$ cat config.mk
export PLATFORM = sky130hd
export DESIGN_NAME = irq_trap_ctrl
export DESIGN_NICKNAME = d
export VERILOG_FILES = /design/src/rtl/csr_pkg.sv /design/src/rtl/trap_target_calc.sv /design/src/rtl/irq_trap_ctrl.sv
export SDC_FILE = /design/constraint.sdc
export NUM_CORES = 1
export LEC_CHECK = 0
export BUFFER_PORTS_ARGS = -buffer_cell sky130_fd_sc_hd__buf_2
export CORE_AREA = 2 2 112 114
export CTS_CLUSTER_DIAMETER = 150
export CTS_CLUSTER_SIZE = 40
export DETAILED_ROUTE_END_ITERATION = 12
export DIE_AREA = 0 0 114 116
export PLACE_DENSITY = 0.74
export REMOVE_ABC_BUFFERS = 1
export SYNTH_ARGS = -nofsm -noshare
export SYNTH_HDL_FRONTEND = slang
export SYNTH_SLANG_ARGS = --single-unit
$ cat constraint.sdc
create_clock -name clk_i -period 2.2 [get_ports clk_i]
set_input_delay 0.33 -clock clk_i [delete_from_list [all_inputs] [get_ports clk_i]]
set_output_delay 0.33 -clock clk_i [all_outputs]
set_load 0.02 [all_outputs]
$ cat src/rtl/csr_pkg.sv
// Shared machine-mode CSR definitions: addresses, bit positions, trap causes
// and the trap sequencer state encoding.
package csr_pkg;

  // CSR addresses
  localparam logic [11:0] MSTATUS = 12'h300;
  localparam logic [11:0] MIE     = 12'h304;
  localparam logic [11:0] MTVEC   = 12'h305;
  localparam logic [11:0] MEPC    = 12'h341;
  localparam logic [11:0] MCAUSE  = 12'h342;
  localparam logic [11:0] MIP     = 12'h344;

  // mstatus bit positions
  localparam int MIE_BIT  = 3;
  localparam int MPIE_BIT = 7;
  localparam int MPP_HI   = 12;
  localparam int MPP_LO   = 11;

  // mie / mip bit positions
  localparam int MTIP = 7;
  localparam int MEIP = 11;

  // mcause values for the two supported interrupt sources
  localparam logic [31:0] CAUSE_EXT   = 32'h8000_000B;
  localparam logic [31:0] CAUSE_TIMER = 32'h8000_0007;

  typedef enum logic [2:0] {
    IDLE,
    TR_EPC,
    TR_CAUSE,
    TR_STAT,
    TR_JUMP,
    MRET_ST,
    MRET_JUMP
  } trap_state_e;

endpackage

$ cat src/rtl/trap_target_calc.sv
// Trap vector target: direct mode jumps to the mtvec base, vectored mode
// (mtvec[1:0] == 2'b01) adds four bytes per cause number.
module trap_target_calc #(
  parameter int DW = 32
) (
  input  logic [DW-1:0] mtvec,
  input  logic [3:0]    cause_lo,
  output logic [DW-1:0] target
);

  logic [DW-1:0] base;
  logic [DW-1:0] offset;

  // Base address with mode bits stripped; offset wraps naturally at DW bits.
  always_comb begin
    base   = {mtvec[DW-1:2], 2'b00};
    offset = DW'({cause_lo, 2'b00});
    target = (mtvec[1:0] == 2'b01) ? base + offset : base;
  end

endmodule

$ cat src/rtl/irq_trap_ctrl.sv
// Interrupt trap sequencer. Accepts enabled timer/external interrupts, flushes
// and stalls the pipeline, writes mepc/mcause/mstatus through the shared CSR
// write port and redirects the PC; sequences mret the same way.
module irq_trap_ctrl
  import csr_pkg::*;
#(
  parameter int DW    = 32,
  parameter int ADDRW = 12
) (
  input  logic             clk_i,
  input  logic             rst_ni,
  input  logic             t_intr_i,
  input  logic             e_intr_i,
  input  logic             instr_valid_i,
  input  logic [DW-1:0]    pc_i,
  input  logic             is_mret_i,
  input  logic [DW-1:0]    mstatus_i,
  input  logic [DW-1:0]    mie_i,
  input  logic [DW-1:0]    mtvec_i,
  input  logic [DW-1:0]    mepc_i,
  input  logic             core_we_i,
  input  logic [ADDRW-1:0] core_addr_i,
  input  logic [DW-1:0]    core_wdata_i,
  output logic             csr_we_o,
  output logic [ADDRW-1:0] csr_addr_o,
  output logic [DW-1:0]    csr_wdata_o,
  output logic             core_stall_o,
  output logic             flush_o,
  output logic             pc_load_o,
  output logic [DW-1:0]    pc_o,
  output logic             busy_o
);

  trap_state_e state_q, state_d;

  logic [DW-1:0]    epc_q;
  logic [DW-1:0]    cause_q;
  logic             flush_q;
  logic             pc_load_q;
  logic [DW-1:0]    pc_q;
  logic             busy_q;

  logic             pend_e;
  logic             pend_t;
  logic             accept;
  logic [DW-1:0]    cause_sel;
  logic [DW-1:0]    target;
  logic [DW-1:0]    stat_trap;
  logic [DW-1:0]    stat_mret;
  logic             we_d;
  logic [ADDRW-1:0] addr_d;
  logic [DW-1:0]    wdata_d;
  logic             load_d;
  logic [DW-1:0]    load_pc_d;

  // Only the MTIP and MEIP enable bits matter here; fold the rest away.
  logic unused_mie;
  assign unused_mie = ^{mie_i[DW-1:MEIP+1], mie_i[MEIP-1:MTIP+1], mie_i[MTIP-1:0]};

  trap_target_calc #(.DW(DW)) u_target (
    .mtvec    (mtvec_i),
    .cause_lo (cause_q[3:0]),
    .target   (target)
  );

  // Pending interrupt detection, external beats timer.
  always_comb begin
    pend_e    = e_intr_i & mie_i[MEIP] & mstatus_i[MIE_BIT];
    pend_t    = t_intr_i & mie_i[MTIP] & mstatus_i[MIE_BIT];
    cause_sel = pend_e ? DW'(CAUSE_EXT) : DW'(CAUSE_TIMER);
  end

  // New mstatus images for trap entry and for mret.
  always_comb begin
    stat_trap                 = mstatus_i;
    stat_trap[MPIE_BIT]       = mstatus_i[MIE_BIT];
    stat_trap[MIE_BIT]        = 1'b0;
    stat_trap[MPP_HI:MPP_LO]  = 2'b11;
    stat_mret                 = mstatus_i;
    stat_mret[MIE_BIT]        = mstatus_i[MPIE_BIT];
    stat_mret[MPIE_BIT]       = 1'b1;
    stat_mret[MPP_HI:MPP_LO]  = 2'b11;
  end

  // Next-state logic and CSR write-port arbitration.
  always_comb begin
    // NOTE: every output of this block gets a default first so that no path
    // through the case leaves one unassigned, which would infer a latch.
    state_d   = state_q;
    accept    = 1'b0;
    we_d      = 1'b0;
    addr_d    = core_addr_i;
    wdata_d   = core_wdata_i;
    load_d    = 1'b0;
    load_pc_d = pc_q;

    unique case (state_q)
      IDLE: begin
        we_d = core_we_i;
        if (is_mret_i) begin
          state_d = MRET_ST;
        end else if ((pend_e | pend_t) & instr_valid_i) begin
          // The instruction being interrupted is flushed, so its write is dropped.
          accept  = 1'b1;
          we_d    = 1'b0;
          state_d = TR_EPC;
        end
      end
      TR_EPC: begin
        we_d    = 1'b1;
        addr_d  = ADDRW'(MEPC);
        wdata_d = epc_q;
        state_d = TR_CAUSE;
      end
      TR_CAUSE: begin
        we_d    = 1'b1;
        addr_d  = ADDRW'(MCAUSE);
        wdata_d = cause_q;
        state_d = TR_STAT;
      end
      TR_STAT: begin
        we_d    = 1'b1;
        addr_d  = ADDRW'(MSTATUS);
        wdata_d = stat_trap;
        state_d = TR_JUMP;
      end
      TR_JUMP: begin
        load_d    = 1'b1;
        load_pc_d = target;
        state_d   = IDLE;
      end
      MRET_ST: begin
        we_d    = 1'b1;
        addr_d  = ADDRW'(MSTATUS);
        wdata_d = stat_mret;
        state_d = MRET_JUMP;
      end
      MRET_JUMP: begin
        load_d    = 1'b1;
        load_pc_d = mepc_i;
        state_d   = IDLE;
      end
      default: state_d = IDLE;
    endcase
  end

  // State, latched trap context and registered pipeline-control outputs.
  always_ff @(posedge clk_i) begin
    // NOTE: non-blocking assignments keep every register sampling the
    // pre-edge values, independent of statement order.
    if (!rst_ni) begin
      state_q   <= IDLE;
      epc_q     <= '0;
      cause_q   <= '0;
      flush_q   <= 1'b0;
      pc_load_q <= 1'b0;
      pc_q      <= '0;
      busy_q    <= 1'b0;
    end else begin
      state_q   <= state_d;
      if (accept) begin
        epc_q   <= pc_i;
        cause_q <= cause_sel;
      end
      flush_q   <= accept;
      pc_load_q <= load_d;
      if (load_d) pc_q <= load_pc_d;
      busy_q    <= (state_d != IDLE);
    end
  end

  // A reset arriving mid-sequence must not let the current step's write out.
  assign csr_we_o     = we_d & rst_ni;
  assign csr_addr_o   = addr_d;
  assign csr_wdata_o  = wdata_d;
  assign core_stall_o = (busy_q | accept) & rst_ni;
  assign flush_o      = flush_q;
  assign pc_load_o    = pc_load_q;
  assign pc_o         = pc_q;
  assign busy_o       = busy_q;

endmodule
## Word-level counts from Yosys, hierarchy flattened

Index checks and enable logic that the tools add are counted.

| cells by class | value |
|---|---|
| $add $sub $neg | 1 |
| equality and inequality tests | 7 |
| multiplexer cells | 15 |
| bitwise operators | 9 |
| reduce and logical (&&, ||, !) cells | 7 |

Operators with widths:

| operator | count |
|---|---|
| $pmux 32 s4 | 1 |
| $pmux 32 s2 | 1 |
| $pmux 12 s3 | 1 |
| $add 32x6->32 | 1 |
| $mux 32 | 1 |
| $pmux 3 s5 | 1 |
| $eq 3x3->1 const B | 3 |
| $and 1x1->1 | 7 |
| $eq 3x2->1 const B | 2 |
| $mux 1 | 6 |
| $mux 3 | 2 |
| $mux 4 | 1 |
| $reduce_or 2->1 | 2 |
| $reduce_or 4->1 | 1 |
| $eq 3x1->1 const B | 1 |
| $logic_not 3->1 | 1 |
| $reduce_bool 3->1 | 1 |
| $eq 2x1->1 const B | 1 |
| $or 1x1->1 | 2 |
| $pmux 1 s2 | 1 |
| $reduce_and 2->1 | 1 |
| $reduce_bool 2->1 | 1 |

| storage, ports and cells | value |
|---|---|
| bits in registers | 102 |
| input port bits | 211 |
| output and inout port bits | 81 |
| word-level logic and storage cells | 46 |

## Longest topological paths before layout

Gate-level depths: netlist of the first run.

| logic depth | value |
|---|---|
| depth after elaboration | 9 |
| gate-level depth with buffers | 8 |
| depth with buffers taken out | 7 |

## Modules after synthesis

A second synthesis of the first run with hierarchy kept.

| unflattened totals | value |
|---|---|
| cell total of the unflattened synthesis | 641 |
| area, all modules | 5282.6 µm² |

Modules (own cells, without submodules):

| module | times used | cells each | area an instance (µm²) | sequential area each (µm²) |
|---|---|---|---|---|
| irq_trap_ctrl | 1 | 533 | 4473.0 | 1461.4 |
| trap_target_calc | 1 | 108 | 809.5 | 0.0 |

## Worst setup path after synthesis of the first run

OpenSTA, ideal clock, no wires.

| timing | value |
|---|---|
| path kind | register to register |
| from | reg cause_q[1] |
| to | reg pc_q[10], in the netlist pc_o[10] |
| library setup time | 0.134 ns |
| arrival | 1.797 ns |
| setup slack | 0.270 ns |
| stages on the path, launching flop included | 9 |
| cell sequence | dfxtp_1 > ha_1 > fa_1 > a211oi_1 > nor2_1 > buf_4 > nand4_1 > xor2_1 > o22ai_1 |

| on the way | value |
|---|---|
| word-level cells in the longest chain between the ends | 3 |

Ends and longest elaborated chain:

| element | RTL line | RTL |
|---|---|---|
| from (decl) | irq_trap_ctrl.sv:37 | `logic [DW-1:0] cause_q;` |
| from (signal assigned) | irq_trap_ctrl.sv:163 | `cause_q <= cause_sel;` |
| $add 32x6->32 | trap_target_calc.sv:18 | `target = (mtvec[1:0] == 2'b01) ? base + offset : base;` |
| $mux 32 | trap_target_calc.sv:18 |  |
| $pmux 32 s2 | irq_trap_ctrl.sv:97 | `unique case (state_q)` |
| to (signal assigned) | irq_trap_ctrl.sv:167 | `if (load_d) pc_q <= load_pc_d;` |
| to (decl) | irq_trap_ctrl.sv:40 | `logic [DW-1:0] pc_q;` |

Every way passes these cells.
A chain may end at the register's enable or synchronous reset.

## Final worst setup path of the first run

| timing | value |
|---|---|
| from | reg state_q[0] |
| to | out csr_wdata_o[0] |

| on the way | value |
|---|---|
| word-level cells in the longest chain between the ends | 2 |
| elaborated cells on any way between the ends | 5 |
| classes of those cells | 4 x eq/ne; 1 x mux |

Ends and longest elaborated chain:

| element | RTL line | RTL |
|---|---|---|
| from (decl) | irq_trap_ctrl.sv:34 | `trap_state_e state_q, state_d;` |
| from (signal assigned) | irq_trap_ctrl.sv:160 | `state_q <= state_d;` |
| $eq 3x3->1 (tied with other cells) | irq_trap_ctrl.sv:97 |  |
| $pmux 32 s4 (*) | irq_trap_ctrl.sv:97 |  |
| to (decl) | irq_trap_ctrl.sv:26 | `output logic [DW-1:0] csr_wdata_o,` |

Mark *: on every way between the ends. The rest lies on a longest branch, timed or not.

==> impl_metrics.env, run 1 <==
export IMPL_status="finished, final reports clean"
export IMPL_io_pins=292
export IMPL_synth_seq_cells=73
export IMPL_gp_congestion=0.8731
export IMPL_seq_area_frac_synth_pct=29.35
export IMPL_final_antenna_net_count=0
export IMPL_netlist_area_um2=4980
export IMPL_hold_violations=0
export IMPL_synth_top_family_by_area="compound AO/OA/AOI/OAI gates"
export IMPL_die_w_um=114
export IMPL_initial_core_util_pct=41.81
export IMPL_clockBufferDepth=2
export IMPL_die_y_um=116
export IMPL_crit_start="state_q[0]"
export IMPL_post_place_ws_ps=-213.4
export IMPL_cts_num_sinks=73
export IMPL_hold_slack_ps=236.8
export IMPL_end_kind="output port"
export IMPL_cellLeakagePower_nw=3.009
export IMPL_synthMuxAreaShare_pct=12.26
export IMPL_fin_worst_skew_ps=8.966
export IMPL_hpwl_mm=12.67
export IMPL_synth_warnings=0
export IMPL_nNetsFinal=1090
export IMPL_synth_fa_ha_area_share_pct=1.407
export IMPL_grt_overflow=0
export IMPL_synth_async_reset_ratio_pct=0
export IMPL_synth_edf_count=0
export IMPL_clk_latency_ps=330
export IMPL_drv_slew=0
export IMPL_synthFlopType="dfxtp_1"
export IMPL_critPathLaunchType="flip-flop"
export IMPL_syn_avg_cell_area_um2=7.904
export IMPL_port_buffers=259
export IMPL_max_slew_margin_pct=67.83
export IMPL_ctsHoldBuffers=0
export IMPL_r2r_end="pc_o[14]"
export IMPL_htreeDepth=3
export IMPL_critPathMaxFanout=13
export IMPL_die_area_um2=13220
export IMPL_timing_rr_start="cause_q[1]"
export IMPL_cts_tree="yes"
export IMPL_grt_first_pass_wirelength_mm=25.61
export IMPL_netlist_cell_type_count=63
export IMPL_yosys_top_cells_area="dfxtp_1 (29%), mux2i_1 (12%), a21oi_1 (5.0%)"
export IMPL_max_cap_violations=0
export IMPL_via_per_inst=5.590
export IMPL_wire_per_inst_um=16.14
export IMPL_first_pass_iters=5
export IMPL_path_class="flip-flop to output port"
export IMPL_synth_top_area_cell="dfxtp_1"
export IMPL_grt_pass1_vias=5298
export IMPL_worst_slew_pin_slew_ps=481.5
export IMPL_fin_crit_ps=2068
export IMPL_drc_errors=0
export IMPL_utilization_pct=57.21
export IMPL_finalSetupTns_ps=0
export IMPL_ff2ff_setup_slack_ps=200
export IMPL_cp_data_required_time_ps=1870
export IMPL_setup_ws_ps=131.9
export IMPL_fmax_ghz=0.4835
export IMPL_drtIter0Drc=282
export IMPL_synth_compound_area_share_pct=24.42
export IMPL_hold_class="input pin to flip-flop"
export IMPL_yosys_area_share_simple_pct=22.01
export IMPL_num_vias=5735
export IMPL_synth_xor_area_share_pct=4.573
export IMPL_instances_no_fill=1026
export IMPL_power_density_nw_per_um2=691.8
export IMPL_clk_pin_slew_ps=60
export IMPL_grtUsageTotal_pct=24.03
export IMPL_rsz0062_at_grt="no"
export IMPL_setup_violations=0
export IMPL_crit_arrival_ps=1740
export IMPL_core_um2=11910
export IMPL_ir_worst_vdd_mv=0.4592
export IMPL_wl_mm=16.56
export IMPL_place_inst=1009
export IMPL_cts_buffers=9
export IMPL_clockRootBuffer="clkbuf_16"
export IMPL_drive_above_1_share_pct=37.43
export IMPL_syn_to_final_growth_pct=36.83
export IMPL_endpoint="csr_wdata_o[0]"
export IMPL_grt_max_degree=47
export IMPL_r2r_cells=7
export IMPL_antenna_cells=0
export IMPL_syn_inst=630
export IMPL_antenna_found_initial=0
export IMPL_min_period_over_period_pct=94.00
export IMPL_yosys_area_top_type_share_pct=29.35
export IMPL_num_rows=40
[worst min path at each step]
stage          startpoint  cells past startpoint   endpoint
2_1_floorplan      rst_ni                      1   pc_o[14]
3_3_place_gp      pc_o[1]                      2    pc_o[1]
3_5_place_dp      pc_o[3]                      2    pc_o[3]
4_1_cts          pc_i[10]                      3  epc_q[10]
5_1_grt          pc_i[22]                      3  epc_q[22]
6_report         pc_i[10]                      3  epc_q[10]
[layout make-up]
cell class	instances	area (µm²)
Sequential cell	73	1473
Tap cell	147	183.9
Clock buffer	11	252.7
Inverter	10	37.54
Timing Repair Buffer	286	1551
Clock inverter	5	77.57
Multi-Input combinational cell	494	3238
Fill cell	1143	5097
[timing repair]
item | CTS | global route
hold endpoints to repair | 0 | 0
resized for setup | 3 | 6
buffers inserted | 0 | 1
endpoints found under the setup margin | 8 | 32
[cells in the mapped netlist (all sizes together) (3+ instances only)]
| library cell | n |
|---|---|
| nor2 | 64 |
| nand2b | 5 |
| a31oi | 3 |
| clkbuf | 27 |
| nand4 | 17 |
| a211oi | 6 |
| nand3 | 17 |
| inv | 10 |
| o22ai | 29 |
| o211ai | 28 |
| xnor2 | 3 |
| buf | 25 |
| nand3b | 3 |
| nor2b | 8 |
| nor4 | 3 |
| xor2 | 23 |
| and3 | 24 |
| and2 | 5 |
| a22oi | 26 |
| a21oi | 50 |
| mux2i | 61 |
| dfxtp | 73 |
| nand2 | 49 |
| ha | 4 |
| o32ai | 3 |
| and4 | 3 |
| nor3 | 8 |
| o21ai | 29 |
[layout by cell type, fill, tap and decap left out, drive strengths merged, types with 4 or more instances in the layout]
cell type | synthesis | routed
o21ai | 29 | 29
a211oi | 6 | 6
and2 | 5 | 5
clkbuf | 27 | 11
and3 | 24 | 24
nor3 | 8 | 8
mux2i | 61 | 61
nand2 | 49 | 49
nand3 | 17 | 17
nand2b | 5 | 5
a22oi | 26 | 26
xor2 | 23 | 23
o22ai | 29 | 29
a21oi | 50 | 50
dfxtp | 73 | 73
nor2 | 64 | 64
nor2b | 8 | 8
buf | 25 | 286
ha | 4 | 4
inv | 10 | 10
o211ai | 28 | 28
nand4 | 17 | 17
[where the power goes]
part           leakage (nW)  total (mW)  switching (mW)  internal [mW]
clock                 0.162        1.61           0.561           1.05
combinational          2.25        1.62           0.978          0.646
sequential            0.595        1.48          0.0751           1.40
total                  3.01        4.71            1.61           3.10
[per-layer routing]
metal / vias to the layer above / share of wire (%) / GRT usage (%)
li1: 2816 / - / -
met1: 2639 / 41 / 29.06
met2: 249 / 48 / 41.67
met3: 31 / 8.8 / 5.596
met4: 0 / 2.1 / 9.106
met5: - / 0 / 0
[worst max-delay path: stages (launching register included)]
cell      delay [ps]
dfxtp_4          390
buf_4            210
nand2b_2         190
nor2_1            60
a21oi_1          110
nor2_1            60
a211oi_1         190
buf_2            200
[flip-flops by register name (all words and copies together), names as in the netlist]
signal and cells:
cause_q 3, flush_o 1, epc_q 32, pc_o 32, pc_load_o 1, busy_o 1, state_q 3
[cell families (layout without fill, tap and decap cells)]
| family | Yosys count | in the layout |
|---|---|---|
| flops | 73 | 73 |
| buf+inv | 63 | 312 |
| mux | 61 | 61 |
| xor+xnor | 26 | 26 |
| simple gates | 214 | 214 |
| compound gates | 188 | 188 |
| fa+ha+maj | 5 | 5 |
[through the flow]
step | power (mW) | instance area [µm²]
final | 4.714 | 6814
after global routing | 4.956 | 6814
after CTS | 4.729 | 6779
after detailed placement | 3.112 | 6441
after global placement | 3.095 | 6441
after floorplan | 2.449 | 4720
(Power assumes the default switching activity.)
==> run 2: changes to the inputs <==
--- a/config.mk
+++ b/config.mk
@@ -5,14 +5,16 @@
 export SDC_FILE = /design/constraint.sdc
 export NUM_CORES = 1
 export LEC_CHECK = 0
+export ABC_AREA = 1
 export BUFFER_PORTS_ARGS = -buffer_cell sky130_fd_sc_hd__buf_2
-export CORE_AREA = 2 2 112 114
+export CORE_AREA = 2 2 113 115
 export CTS_CLUSTER_DIAMETER = 150
 export CTS_CLUSTER_SIZE = 40
 export DETAILED_ROUTE_END_ITERATION = 12
-export DIE_AREA = 0 0 114 116
-export PLACE_DENSITY = 0.74
+export DIE_AREA = 0 0 115 117
+export PLACE_DENSITY = 0.69
 export REMOVE_ABC_BUFFERS = 1
+export SLEW_MARGIN = 15
 export SYNTH_ARGS = -nofsm -noshare
 export SYNTH_HDL_FRONTEND = slang
 export SYNTH_SLANG_ARGS = --single-unit
==> impl_metrics.env, run 2 <==
export IMPL_yosys_area_top_type_share_pct=31.98
export IMPL_first_pass_iters=4
export IMPL_grtUsageTotal_pct=22.70
export IMPL_critPathMaxFanout=20
export IMPL_max_cap_violations=0
export IMPL_hold_violations=0
export IMPL_synth_async_reset_ratio_pct=0
export IMPL_syn_inst=740
export IMPL_crit_arrival_ps=1770
export IMPL_drive_above_1_share_pct=32.09
export IMPL_clockRootBuffer="clkbuf_16"
export IMPL_m1WireLength_mm=6.823
export IMPL_core_um2=12310
export IMPL_synth_warnings=0
export IMPL_yosys_top_cells_area="dfxtp_1 (32%), nand2_1 (17%), nor2_1 (13%)"
export IMPL_grt_first_pass_wirelength_mm=23.87
export IMPL_setup_violations=0
export IMPL_drv_slew=0
export IMPL_top_layer="met5"
export IMPL_grt_overflow=0
export IMPL_gp_congestion=0.8782
export IMPL_netlist_area_um2=4569
export IMPL_place_inst=1128
export IMPL_path_cells="inv_2 > nand2_1 > nor2_1 > inv_2 > nand2_2 > buf_12 > a221oi_2 > nand2_1 > buf_2"
export IMPL_fin_worst_skew_ps=6.332
export IMPL_max_slew_margin_pct=60.85
export IMPL_final_antenna_net_count=0
export IMPL_layout_common_cells="buf_2 (259), nand2_1 (204), nor2_1 (151), dfxtp_1 (71), inv_1 (48)"
export IMPL_clk_pin_slew_ps=60
export IMPL_drtIter0Drc=295
export IMPL_syn_avg_cell_area_um2=6.175
export IMPL_cts_num_sinks=73
export IMPL_netlist_cell_type_count=38
export IMPL_die_area_um2=13460
export IMPL_port_buffers=259
export IMPL_drc_errors=0
export IMPL_htreeDepth=3
export IMPL_hpwl_mm=12.25
export IMPL_nNetsFinal=1205
export IMPL_cts_tree="yes"
export IMPL_clockBufferDepth=2
export IMPL_io_pins=292
export IMPL_synth_seq_cells=73
export IMPL_utilization_pct=51.31
export IMPL_synth_common_cells="nand2_1 (205), nor2_1 (156), dfxtp_1 (73)"
export IMPL_wire_per_inst_um=13.73
export IMPL_min_period_over_period_pct=95.47
export IMPL_critPathMaxStageDelay_ps=380
export IMPL_dr_wl_met3_mm=1.164
export IMPL_power_density_nw_per_um2=767.0
export IMPL_final_common_cell="buf_2"
export IMPL_synth_top_area_cell="dfxtp_1"
export IMPL_hold_class="input pin to flip-flop"
export IMPL_worst_hold_startpoint="pc_i[28]"
export IMPL_num_rows=41
export IMPL_ctsHoldBuffers=0
export IMPL_synthFlopType="dfxtp_1"
export IMPL_fmax_ghz=0.4761
export IMPL_worst_slew_pin_slew_ps=586.4
export IMPL_die_w_um=115
export IMPL_via_per_inst=4.879
export IMPL_cts_buffers=9
export IMPL_ir_worst_vdd_mv=0.3717
export IMPL_synth_most_common_cell="nand2_1"
export IMPL_instances_no_fill=1147
export IMPL_wl_mm=15.75
export IMPL_die_y_um=117
export IMPL_grt_pass1_vias=4918
export IMPL_cellLeakagePower_nw=3.290
export IMPL_critPathLaunchType="flip-flop"
export IMPL_cp_data_required_time_ps=1870
export IMPL_grt_max_degree=46
export IMPL_seq_area_frac_synth_pct=31.98
export IMPL_ff2ff_setup_slack_ps=170
export IMPL_clk_latency_ps=350
export IMPL_timing_rr_start="cause_q[1]"
export IMPL_path_class="flip-flop to output port"
export IMPL_crit_start="state_q[2]"
export IMPL_initial_core_util_pct=37.11
export IMPL_syn_to_final_growth_pct=38.25
export IMPL_n_fill_cell=1319
export IMPL_rsz0062_at_grt="yes"
export IMPL_end_kind="output port"
export IMPL_route_met2_wl_mm=7.491
export IMPL_synth_edf_count=0
export IMPL_antenna_found_initial=2
export IMPL_num_vias=5596
export IMPL_status="finished, final reports clean"
export IMPL_slowest_stage="dfxtp_4"
export IMPL_fin_crit_ps=2100
-- run 2: changes by cell type after synthesis, sizes merged, moves of 27 or more --
cell,before,now
nor2,64,159
inv,10,54
o22ai,29,0
mux2i,61,0
nand2,49,206
o211ai,28,1
-- run 2: where the power goes --
part	total [mW]	switching (mW)	internal, mW
Sequential	1.50	0.0685	1.44
Clock	1.52	0.630	0.890
Combinational	1.82	1.18	0.635
-- run 2: final timing paths --
kind / end / cells after the start
max: csr_wdata_o[1] / 9
min: epc_q[28] / 3
max reg2reg: pc_o[24] / 9
min reg2reg: pc_o[0] / 2
-- run 2: what timing repair did --
| item | CTS | global route |
|---|---|---|
| pin swaps | 0 | 0 |
| setup buffers | 0 | 0 |
| setup endpoints to repair | 35 | 42 |
| resized for setup | 6 | 9 |
| endpoints found under the hold margin | 0 | 0 |
-- run 2: area by class of cell --
class                           instances  area, µm²  share of cell area (%)
Multi-Input combinational cell        578       2725                   43.14
Sequential cell                        73       1466                   23.21
Timing Repair Buffer                  272       1414                   22.38
Clock buffer                            9      225.2                   3.565
Inverter                               55      212.7                   3.367
Tap cell                              150      187.7                   2.971
Clock inverter                          7      78.83                   1.248
Antenna cell                            3      7.507                  0.1188
-- run 2: worst max-delay path, delay by kind of cell, from the launching register on --
family / cells / cell delay (ps)
buf+inv: 4 / 460
simple gates: 4 / 350
compound gates: 1 / 230
flops: 1 / 380
-- run 2: metrics by stage --
step | TNS, ps | setup WS, ps | hold slack (ps) | total power, mW | area (µm²)
global route | -58.70 | -32.88 | 240.0 | 5.146 | 6310
global placement | 0 | 107.5 | 450.2 | 3.321 | 5963
finish | 0 | 99.64 | 229.7 | 4.845 | 6317
CTS | 0 | 10.95 | 217.1 | 4.872 | 6289
detailed placement | 0 | 101.2 | 454.1 | 3.327 | 5963
floorplan | -5816 | -220.9 | 449.5 | 2.599 | 4367
-- run 2: layer usage --
| layer | vias to the layer above | global-route usage, % |
|---|---|---|
| met5 | - | 0 |
| met4 | 2 | 8.835 |
| met3 | 20 | 5.716 |
| met2 | 208 | 38.04 |
| met1 | 2446 | 28.16 |
| li1 | 2920 | - |
-- run 2: cells by family (layout without fill, tap and decap cells) --
| logic type | after synthesis | in the layout | synth area share [%] |
|---|---|---|---|
| compound gates | 129 | 129 | 16.59 |
| xor+xnor | 5 | 5 | 0.9583 |
| fa+ha+maj | 5 | 5 | 1.533 |
| buf+inv | 89 | 343 | 8.981 |
| flops | 73 | 73 | 31.98 |
| other cells | 0 | 3 | 0 |
| simple gates | 439 | 439 | 39.95 |
==> run 3: changes to the inputs <==
--- a/config.mk
+++ b/config.mk
@@ -7,12 +7,14 @@
 export LEC_CHECK = 0
 export ABC_AREA = 1
 export BUFFER_PORTS_ARGS = -buffer_cell sky130_fd_sc_hd__buf_2
-export CORE_AREA = 2 2 113 115
+export CELL_PAD_IN_SITES_DETAIL_PLACEMENT = 0
+export CELL_PAD_IN_SITES_GLOBAL_PLACEMENT = 1
+export CORE_MARGIN = 2
+export CORE_UTILIZATION = 28
 export CTS_CLUSTER_DIAMETER = 150
-export CTS_CLUSTER_SIZE = 40
+export CTS_CLUSTER_SIZE = 20
 export DETAILED_ROUTE_END_ITERATION = 12
-export DIE_AREA = 0 0 115 117
-export PLACE_DENSITY = 0.69
+export PLACE_DENSITY = 0.79
 export REMOVE_ABC_BUFFERS = 1
 export SLEW_MARGIN = 15
 export SYNTH_ARGS = -nofsm -noshare
==> impl_metrics.env, run 3 (same netlist as run 2, synthesis figures left out) <==
export IMPL_cp_data_required_time_ps=1870
export IMPL_n_fill_cell=1807
export IMPL_worst_slew_pin_slew_ps=647.5
export IMPL_num_rows=46
export IMPL_drtIter0Drc=293
export IMPL_setup_ws_ps=87.10
export IMPL_grt_overflow=0
export IMPL_io_pins=292
export IMPL_wire_per_inst_um=14.41
export IMPL_switching_share_pct=38.55
export IMPL_rsz0062_at_grt="yes"
export IMPL_max_slew_margin_pct=56.77
export IMPL_clockRootBuffer="clkbuf_16"
export IMPL_die_y_um=131.7
export IMPL_nNetsFinal=1209
export IMPL_grt_pass1_vias=5168
export IMPL_initial_core_util_pct=28.66
export IMPL_layout_common_cells="buf_2 (258), nand2_1 (203), nor2_1 (152), dfxtp_1 (71), inv_1 (48)"
export IMPL_crit_start="state_q[0]"
export IMPL_hold_violations=0
export IMPL_regArea_um2=1469
export IMPL_clkPwrFrac_pct=29.7
export IMPL_instances_no_fill=1215
export IMPL_grtUsageTotal_pct=19.65
export IMPL_wl_mm=17.51
export IMPL_drv_slew=0
export IMPL_drive_above_1_share_pct=32.30
export IMPL_core_um2=15940
export IMPL_p_sw_mw=1.881
export IMPL_final_antenna_net_count=0
export IMPL_syn_to_final_growth_pct=41.35
export IMPL_pwr_share_comb_pct=39.3
export IMPL_critPathMaxFanout=16
export IMPL_final_common_cell="buf_2"
export IMPL_cts_num_sinks=73
export IMPL_grt_max_degree=52
export IMPL_timing_rr_start="cause_q[1]"
export IMPL_port_buffers=259
export IMPL_antenna_found_initial=2
export IMPL_gp_congestion=0.8672
export IMPL_post_place_ws_ps=58.47
export IMPL_num_vias=5568
export IMPL_crit_arrival_ps=1780
export IMPL_status="finished, final reports clean"
export IMPL_utilization_pct=40.51
export IMPL_die_w_um=131.7
export IMPL_place_area_um2=6066
export IMPL_via_per_inst=4.583
export IMPL_path_class="flip-flop to output port"
export IMPL_first_pass_iters=5
export IMPL_htreeDepth=3
export IMPL_place_inst=1195
export IMPL_cts_buffers=9
export IMPL_slowest_stage="dfxtp_4"
export IMPL_multi_input_comb_area_um2=2736
export IMPL_p_int_mw=2.998
export IMPL_power_density_nw_per_um2=755.4
export IMPL_end_kind="output port"
export IMPL_cp_common_cell="inv_1"
export IMPL_setup_violations=0
export IMPL_cts_tree="yes"
export IMPL_hpwl_mm=13.62
export IMPL_fin_worst_skew_ps=5.467
export IMPL_total_power_mw=4.879
export IMPL_die_area_um2=17360
export IMPL_r2r_cells=10
export IMPL_ff2ff_setup_slack_ps=200
export IMPL_fmax_ghz=0.4733
export IMPL_seqPwrFrac_pct=31.0
export IMPL_ir_worst_vdd_mv=0.3965
export IMPL_path_cells="inv_1 > nor2_2 > inv_1 > nor2_4 > buf_12 > a22oi_1 > nand2_1 > buf_2"
export IMPL_clockBufferDepth=2
export IMPL_clk_pin_slew_ps=60
export IMPL_cellLeakagePower_nw=3.318
export IMPL_max_cap_violations=0
export IMPL_critPathMaxStageDelay_ps=380
export IMPL_hold_class="input pin to flip-flop"
export IMPL_fin_crit_ps=2113
export IMPL_grt_first_pass_wirelength_mm=27.17
export IMPL_stdcell_area_um2=6459
export IMPL_drc_errors=0
export IMPL_clk_latency_ps=350
export IMPL_r2r_end="pc_o[12]"
export IMPL_min_period_over_period_pct=96.04
export IMPL_endpoint="csr_wdata_o[21]"
export IMPL_critPathLaunchType="flip-flop"
-- run 3: cell types whose count changed in the layout (fill, tap and decap cells not counted), sizes merged --
cell	change
clkbuf	+2
diode	-1
inv	-2
buf	+3
-- run 3: per-stage QoR --
stage	setup TNS (ps)	hold WS (ps)
after floorplan	-5816	449.5
after global placement	0	450.2
after detailed placement	0	453.2
after CTS	0	208.1
after global routing	-79.33	226.3
final	0	214.6
-- run 3: layer usage --
metal / vias to the layer above / GRT usage [%] / share of wire (%)
met2: 159 / 31.79 / 46
li1: 2920 / - / -
met3: 26 / 4.652 / 5.3
met1: 2463 / 25.86 / 47
met4: 0 / 6.341 / 2.0
met5: - / 0 / 0
-- run 3: worst max-delay path: cells and delay by family (launching register included) --
| kind | cells | cell delay (ps) |
|---|---|---|
| AO/OA/AOI/OAI | 1 | 90 |
| flip-flops | 1 | 380 |
| buffers and inverters | 4 | 540 |
| AND/OR/NAND/NOR | 3 | 430 |
-- run 3: worst min-delay path by stage --
stage,from,end,slack [ps],cells past startpoint
finish,pc_i[30],epc_q[30],210,3
global route,pc_i[17],epc_q[17],230,3
CTS,pc_i[30],epc_q[30],210,3
detailed placement,pc_o[11],pc_o[11],450,2
global placement,pc_o[1],pc_o[1],450,2
floorplan,epc_q[7],epc_q[7],450,2
-- run 3: cell type report --
class                      instances  area share (%)
inverter                          55           3.255
antenna                            2         0.07749
multi-input combinational        578           42.37
sequential                        73           22.74
clock inverter                     5          0.8911
timing repair buffer             276           22.94
tap                              216           4.184
clock buffer                      10           3.545
-- run 3: what timing repair did --
action                                  4_1_cts  5_1_grt
hold buffers                                  0        0
buffers inserted                              0        2
cloned                                        0        1
resized for setup                             5       14
endpoints found under the setup margin       31       27
pin swaps                                     0        3
-- run 3: power groups by stage --
stage	clock [mW]	combinational (mW)	sequential [mW]
detailed placement	0	1.85	1.53
global route	1.55	2.11	1.53
floorplan	0	0.985	1.61
CTS	1.49	1.87	1.51
finish	1.45	1.92	1.51
global placement	0	1.85	1.53
